<file path="src/rtl/trng_word_reader.sv">
// trng_word_reader: read side of the TRNG conditioned-output path.
// Two ping-pong slots buffer 256-bit conditioned blocks. They are served MSB-first
// as WORD_W-bit words. A slot is zeroized when its last word is consumed, so no
// random word is ever delivered twice.
// Optional build macro: TRNG_REPEAT_CHECK_EN drops a block equal to the previous
// accepted block and sets the sticky rpt_err flag.
module trng_word_reader #(
    parameter  int BLOCK_W = 256,
    parameter  int WORD_W  = 32,
    localparam int NW      = BLOCK_W / WORD_W,
    localparam int WIDX_W  = $clog2(NW),
    localparam int LVL_W   = $clog2(2 * NW + 1)
) (
    input  logic               clk,
    input  logic               rst,
    input  logic [BLOCK_W-1:0] blk_data,
    input  logic               blk_valid,
    output logic               blk_ready,
    output logic [WORD_W-1:0]  rnd_data,
    output logic               rnd_valid,
    input  logic               rnd_ready,
    input  logic               flush,
    output logic [LVL_W-1:0]   level,
    output logic               rpt_err
);

    logic [BLOCK_W-1:0] slot_q [2];
    logic [BLOCK_W-1:0] slot_d [2];
    logic [1:0]         slot_full_q, slot_full_d;
    logic               wp_q, wp_d;
    logic               rp_q, rp_d;
    logic [WIDX_W-1:0]  widx_q, widx_d;
    logic [LVL_W-1:0]   level_q, level_d;
    logic               accept, drain, store, last_word;
    logic [WORD_W-1:0]  word_sel;

    // Handshakes depend only on registered occupancy; flush masks both sides
    assign blk_ready = ~flush & ~slot_full_q[wp_q];
    assign rnd_valid = ~flush & slot_full_q[rp_q];
    assign accept    = blk_valid & blk_ready;
    assign drain     = rnd_valid & rnd_ready;
    assign last_word = (widx_q == WIDX_W'(NW - 1));
    assign level     = level_q;
    assign rnd_data  = rnd_valid ? word_sel : '0;

    // Select word widx of the read slot, word 0 being the most significant
    always_comb begin
        word_sel = '0;
        for (int i = 0; i < NW; i++) begin
            if (widx_q == WIDX_W'(i)) begin
                word_sel = slot_q[rp_q][BLOCK_W-1-i*WORD_W -: WORD_W];
            end
        end
    end

`ifdef TRNG_REPEAT_CHECK_EN
    logic [BLOCK_W-1:0] last_q, last_d;
    logic               last_vld_q, last_vld_d;
    logic               rpt_err_q, rpt_err_d;
    logic               is_repeat;

    assign is_repeat = last_vld_q & (blk_data == last_q);
    assign store     = accept & ~is_repeat;
    assign rpt_err   = rpt_err_q;

    // Remember every accepted block; a repeat is consumed but not stored
    always_comb begin
        last_d     = last_q;
        last_vld_d = last_vld_q;
        rpt_err_d  = rpt_err_q;
        if (accept) begin
            last_d     = blk_data;
            last_vld_d = 1'b1;
            if (is_repeat) rpt_err_d = 1'b1;
        end
    end

    // Compare state survives flush; only reset clears it
    always_ff @(posedge clk or posedge rst) begin
        if (rst) begin
            last_q     <= '0;
            last_vld_q <= 1'b0;
            rpt_err_q  <= 1'b0;
        end else begin
            last_q     <= last_d;
            last_vld_q <= last_vld_d;
            rpt_err_q  <= rpt_err_d;
        end
    end
`else
    assign store   = accept;
    assign rpt_err = 1'b0;
`endif

    // Next-state for slots, pointers, word index and level; flush overrides all
    always_comb begin
        slot_d      = slot_q;
        slot_full_d = slot_full_q;
        wp_d        = wp_q;
        rp_d        = rp_q;
        widx_d      = widx_q;
        level_d     = level_q;
        if (flush) begin
            slot_d[0]   = '0;
            slot_d[1]   = '0;
            slot_full_d = '0;
            wp_d        = 1'b0;
            rp_d        = 1'b0;
            widx_d      = '0;
            level_d     = '0;
        end else begin
            // wp != rp whenever store and drain coincide, so the writes never collide
            if (store) begin
                slot_d[wp_q]      = blk_data;
                slot_full_d[wp_q] = 1'b1;
                wp_d              = ~wp_q;
            end
            if (drain) begin
                if (last_word) begin
                    slot_d[rp_q]      = '0;
                    slot_full_d[rp_q] = 1'b0;
                    rp_d              = ~rp_q;
                    widx_d            = '0;
                end else begin
                    widx_d = widx_q + WIDX_W'(1);
                end
            end
            level_d = level_q + (store ? LVL_W'(NW) : '0) - (drain ? LVL_W'(1) : '0);
        end
    end

    // Buffer state registers
    always_ff @(posedge clk or posedge rst) begin
        if (rst) begin
            slot_q[0]   <= '0;
            slot_q[1]   <= '0;
            slot_full_q <= '0;
            wp_q        <= 1'b0;
            rp_q        <= 1'b0;
            widx_q      <= '0;
            level_q     <= '0;
        end else begin
            slot_q[0]   <= slot_d[0];
            slot_q[1]   <= slot_d[1];
            slot_full_q <= slot_full_d;
            wp_q        <= wp_d;
            rp_q        <= rp_d;
            widx_q      <= widx_d;
            level_q     <= level_d;
        end
    end

endmodule
</file>
<file path="config.mk">
export PLATFORM = sky130hd
export DESIGN_NAME = trng_word_reader
export DESIGN_NICKNAME = d
export VERILOG_FILES = /design/src/rtl/trng_word_reader.sv
export SDC_FILE = /design/constraint.sdc
export NUM_CORES = 2
export LEC_CHECK = 0
export CAP_MARGIN = 0
export CORE_ASPECT_RATIO = 1.25
export CORE_MARGIN = 2
export CORE_UTILIZATION = 51
export DETAILED_ROUTE_END_ITERATION = 8
export PLACE_DENSITY = 0.8
export SYNTH_ARGS = -nofsm -noshare
export SYNTH_HDL_FRONTEND = slang
export SYNTH_SLANG_ARGS = --single-unit
</file>
<file path="constraint.sdc">
create_clock -name clk -period 16.5 [get_ports clk]
set_input_delay 3.3 -clock clk [delete_from_list [all_inputs] [get_ports clk]]
set_output_delay 3.3 -clock clk [all_outputs]
set_load 0.02 [all_outputs]
</file>
==> flow_metrics.py <==
metrics = {
    "run_status": {
        "outcome": "finished, final reports clean",
    },
    "setup_path": {
        "crit_buf_inv": 5,
        "critPathTopFamily": "buffers and inverters",
        "cp.arrival_ns": 6.40,
        "cpPeakStageDelay_ns": 0.84,
        "end_kind": "output pin",
        "path_cells": "clkdlybuf4s50_1 > a21o_2 > buf_4 > inv_2 > and2_1 > buf_4 > o21ai_0 > nand2_1 > clkdlybuf4s50_1",
        "crit_fanout": 65,
        "cp_data_required_time_ns": 13.20,
        "crit_slowest_cell": "clkdlybuf4s50_1",
        "crit_path_start_kind": "input port",
        "crit_type": "in -> out",
    },
    "global_route": {
        "grt_pass1_wl_mm": 136,
        "grt_pass1_vias": 23119,
        "grt_max_degree": 194,
        "antenna_found_initial": 15,
        "gr-total-overflow": 0,
        "grt_usage": 0.336,
    },
    "cts": {
        "cts_root_buf": "clkbuf_16",
        "clk_pin_slew_ns": 0.06,
        "clk_path_buf_depth": 3,
        "clk_latency_ns": 0.60,
        "cts_inserted_buffers": 53,
        "hold_buffers": 0,
        "cts-resized-gates": 0,
        "htreeDepth": 2,
        "post-cts-setup-buffers": 0,
        "cts_sinks": 524,
        "tritoncts": "done",
    },
    "cells_and_area": {
        "layout-drive-gt1-share": 0.0722,
        "syn_to_final_growth_pct": 17.6,
        "instances_no_fill": 3837,
        "final_nets": 3404,
        "fin_util": 0.608,
        "fill_cells": 4188,
        "layout.area.seq_sq_um": 13100,
        "multiInputGateArea_sq_um": 11600,
    },
    "routing": {
        "viasPerCell": 6.05,
        "via_count": 23195,
        "wl_per_cell_um": 23.4,
        "routed_wl_mm": 89.7,
        "drtIter0Drc": 2395,
        "drc": 0,
        "dr.pass1.iters": 6,
        "ant_nets": 0,
    },
    "power_and_ir_drop": {
        "ir_drop_v": 0.0000771,
        "pwr_density_cell_nw_per_um2": 95.1,
        "leakage_uw": 0.0122,
    },
    "yosys": {
        "synth_ff_type": "dfrtp_1",
        "synth-seq-area-share": 0.503,
        "yosys_warnings": 0,
        "synthArstFlopShare": 1.00,
        "synth_nets": 3275,
        "yosysUniqueCellTypes": 41,
        "netlist_instances": 3002,
        "synth_area_leader_cell": "dfrtp_1",
        "synth-seq-cells": 524,
        "syn_avg_cell_area_sq_um": 8.68,
        "netlist_area_sq_um": 26100,
        "synth_edf_count": 0,
        "ys_top_cells_by_area": "dfrtp_1, nand2_1, a21oi_1",
        "synth_top_area_share": 0.503,
    },
    "sta": {
        "skew_ns": 0.00910,
        "finalCritPeriodShare": 0.588,
        "setup_viol": 0,
        "worstMarginPinSlew_ns": 1.16,
        "rsz0062_at_grt": "false",
        "fmax_mhz": 103,
        "fin_crit_ns": 9.70,
        "setup_tns_ns": 0,
        "max_slew_margin": 0.230,
        "hold_viol": 0,
        "maxSlewViolCount": 0,
    },
    "floorplan": {
        "num_io_pins": 301,
        "die_height_um": 257,
        "std_cell_rows": 92,
        "dieArea_sq_um": 52900,
        "core_sq_um": 50400,
        "die_w_um": 206,
        "start_util": 0.517,
    },
    "placement": {
        "place_inst": 3734,
        "dp_hpwl_mm": 56.4,
        "portBuffers": 299,
        "globalplace.congestion": 0.950,
    },
    "job": {
        "cap_viol_max_count": 0,
    },
    "min_path": {
        "hp-class": "reg -> reg",
    },
}
[cell usage in the layout, fill, tap and decap left out, types with 2 or more instances in the layout]
master           synthesis  final
mux2i_1                128    128
nor2b_1                 34     34
inv_1                   12     11
and2_2                   0      2
clkinv_2                 0      5
diode_2                  0      8
ha_1                    11     10
and2_1                   4      2
nand3_1                 34     34
bufinv_16                0      2
mux2_2                  96     96
nand3b_1                 3      3
inv_2                    2      2
buf_4                   12     31
dfrtp_1                524    523
clkinvlp_4               0      4
a41o_4                   0      2
a21o_1                   3      2
clkbuf_8                 0     18
clkbuf_16                0     53
a221oi_1                32     32
o22a_1                  32     32
a21oi_1                545    545
xnor2_1                  3      3
a2111oi_0               32     32
clkbuf_1               136     14
o21ai_1                 16     16
buf_12                   0      3
clkdlybuf4s50_1          0    299
nor3_1                  32     32
nand2_1               1093   1092
o21ai_0                 50     50
nor2_1                   9      9
a211oi_1                33     33
[per-layer routing]
metal	up-vias	GRT usage	routed length (um)
li1	10356	-	-
met1	11455	0.416	33200
met2	1097	0.525	42300
met3	275	0.0674	6860
met4	12	0.236	7260
met5	-	0	80
[stage by stage]
step                      area [sq um]  total power [uW]  worst slack [ns]  hold slack [ns]
final                            30700              2920              6.80            0.517
after global routing             30600              3020              6.69            0.533
after CTS                        30600              2930              6.81            0.518
after detailed placement         28900              1730              6.83            0.510
after global placement           28900              1710              6.92            0.504
after floorplan                  26100              1570              6.08            0.496
[final cells by class]
type | instances | area share
Tap cell | 658 | 0.0269
Sequential cell | 524 | 0.428
Inverter | 14 | 0.00184
Timing Repair Buffer | 333 | 0.107
Antenna cell | 8 | 0.000653
Multi-Input combinational cell | 2205 | 0.379
Clock buffer | 85 | 0.0531
Clock inverter | 10 | 0.00351
[power breakdown]
group / leakage (uW) / switching [uW] / internal [uW]
logic: 0.00412 / 213 / 130
registers: 0.00722 / 28.7 / 1340
clock network: 0.000847 / 507 / 701
total: 0.0122 / 749 / 2170
[cell families after synthesis]
| family | after synthesis | share of synthesized area |
|---|---|---|
| and+or+nand+nor | 1218 | 0.184 |
| AOI/OAI and AO/OA | 746 | 0.161 |
| DFF | 524 | 0.503 |
| buffers and inverters | 273 | 0.0532 |
| muxes | 224 | 0.0906 |
| adders and majority gates | 12 | 0.00605 |
| xor gates and xnor gates | 4 | 0.00134 |
| other | 1 | 0.000144 |
[cell usage after synthesis, types with 2 or more instances]
master and instances:
a2111oi_0 32, a211oi_1 33, a21o_1 3, a21oi_1 545, a221oi_1 32, a41o_1 2, and2_1 4, buf_1 12
buf_2 67, buf_4 12, buf_6 31, clkbuf_1 136, dfrtp_1 524, ha_1 11, inv_1 12, inv_2 2
mux2_2 96, mux2i_1 128, nand2_1 1093, nand2b_1 2, nand3_1 34, nand3b_1 3, nor2_1 9, nor2b_1 34
nor3_1 32, o21ai_0 50, o21ai_1 16, o22a_1 32, xnor2_1 3
[sequential cells by signal, summed over array words and instances, names as in the netlist]
name	count
wp_q	1
rp_q	1
slot_full_q	2
slot_q	512
level	5
widx_q	3
[path summary, 6_finish.rpt]
check / startpoint / endpoint / slack, ns / cells past startpoint
hold reg to reg: slot_q[308] / slot_q[308] / 0.52 / 2
max in group asynchronous: rst / slot_q[17] / 10.54 / 5
min in group asynchronous: rst / slot_q[137] / 3.34 / 3
setup / recovery: flush / rnd_data[0] / 6.80 / 9
setup reg to reg: rp_q / slot_q[46] / 12.54 / 4
hold / removal: slot_q[308] / slot_q[308] / 0.52 / 2
[worst min-delay path, cell delays in order, from the launching register on]
cell and delay [ns]:
dfrtp_1 0.37, nand2_1 0.05, a21oi_1 0.05
(Power assumes the default switching activity.)
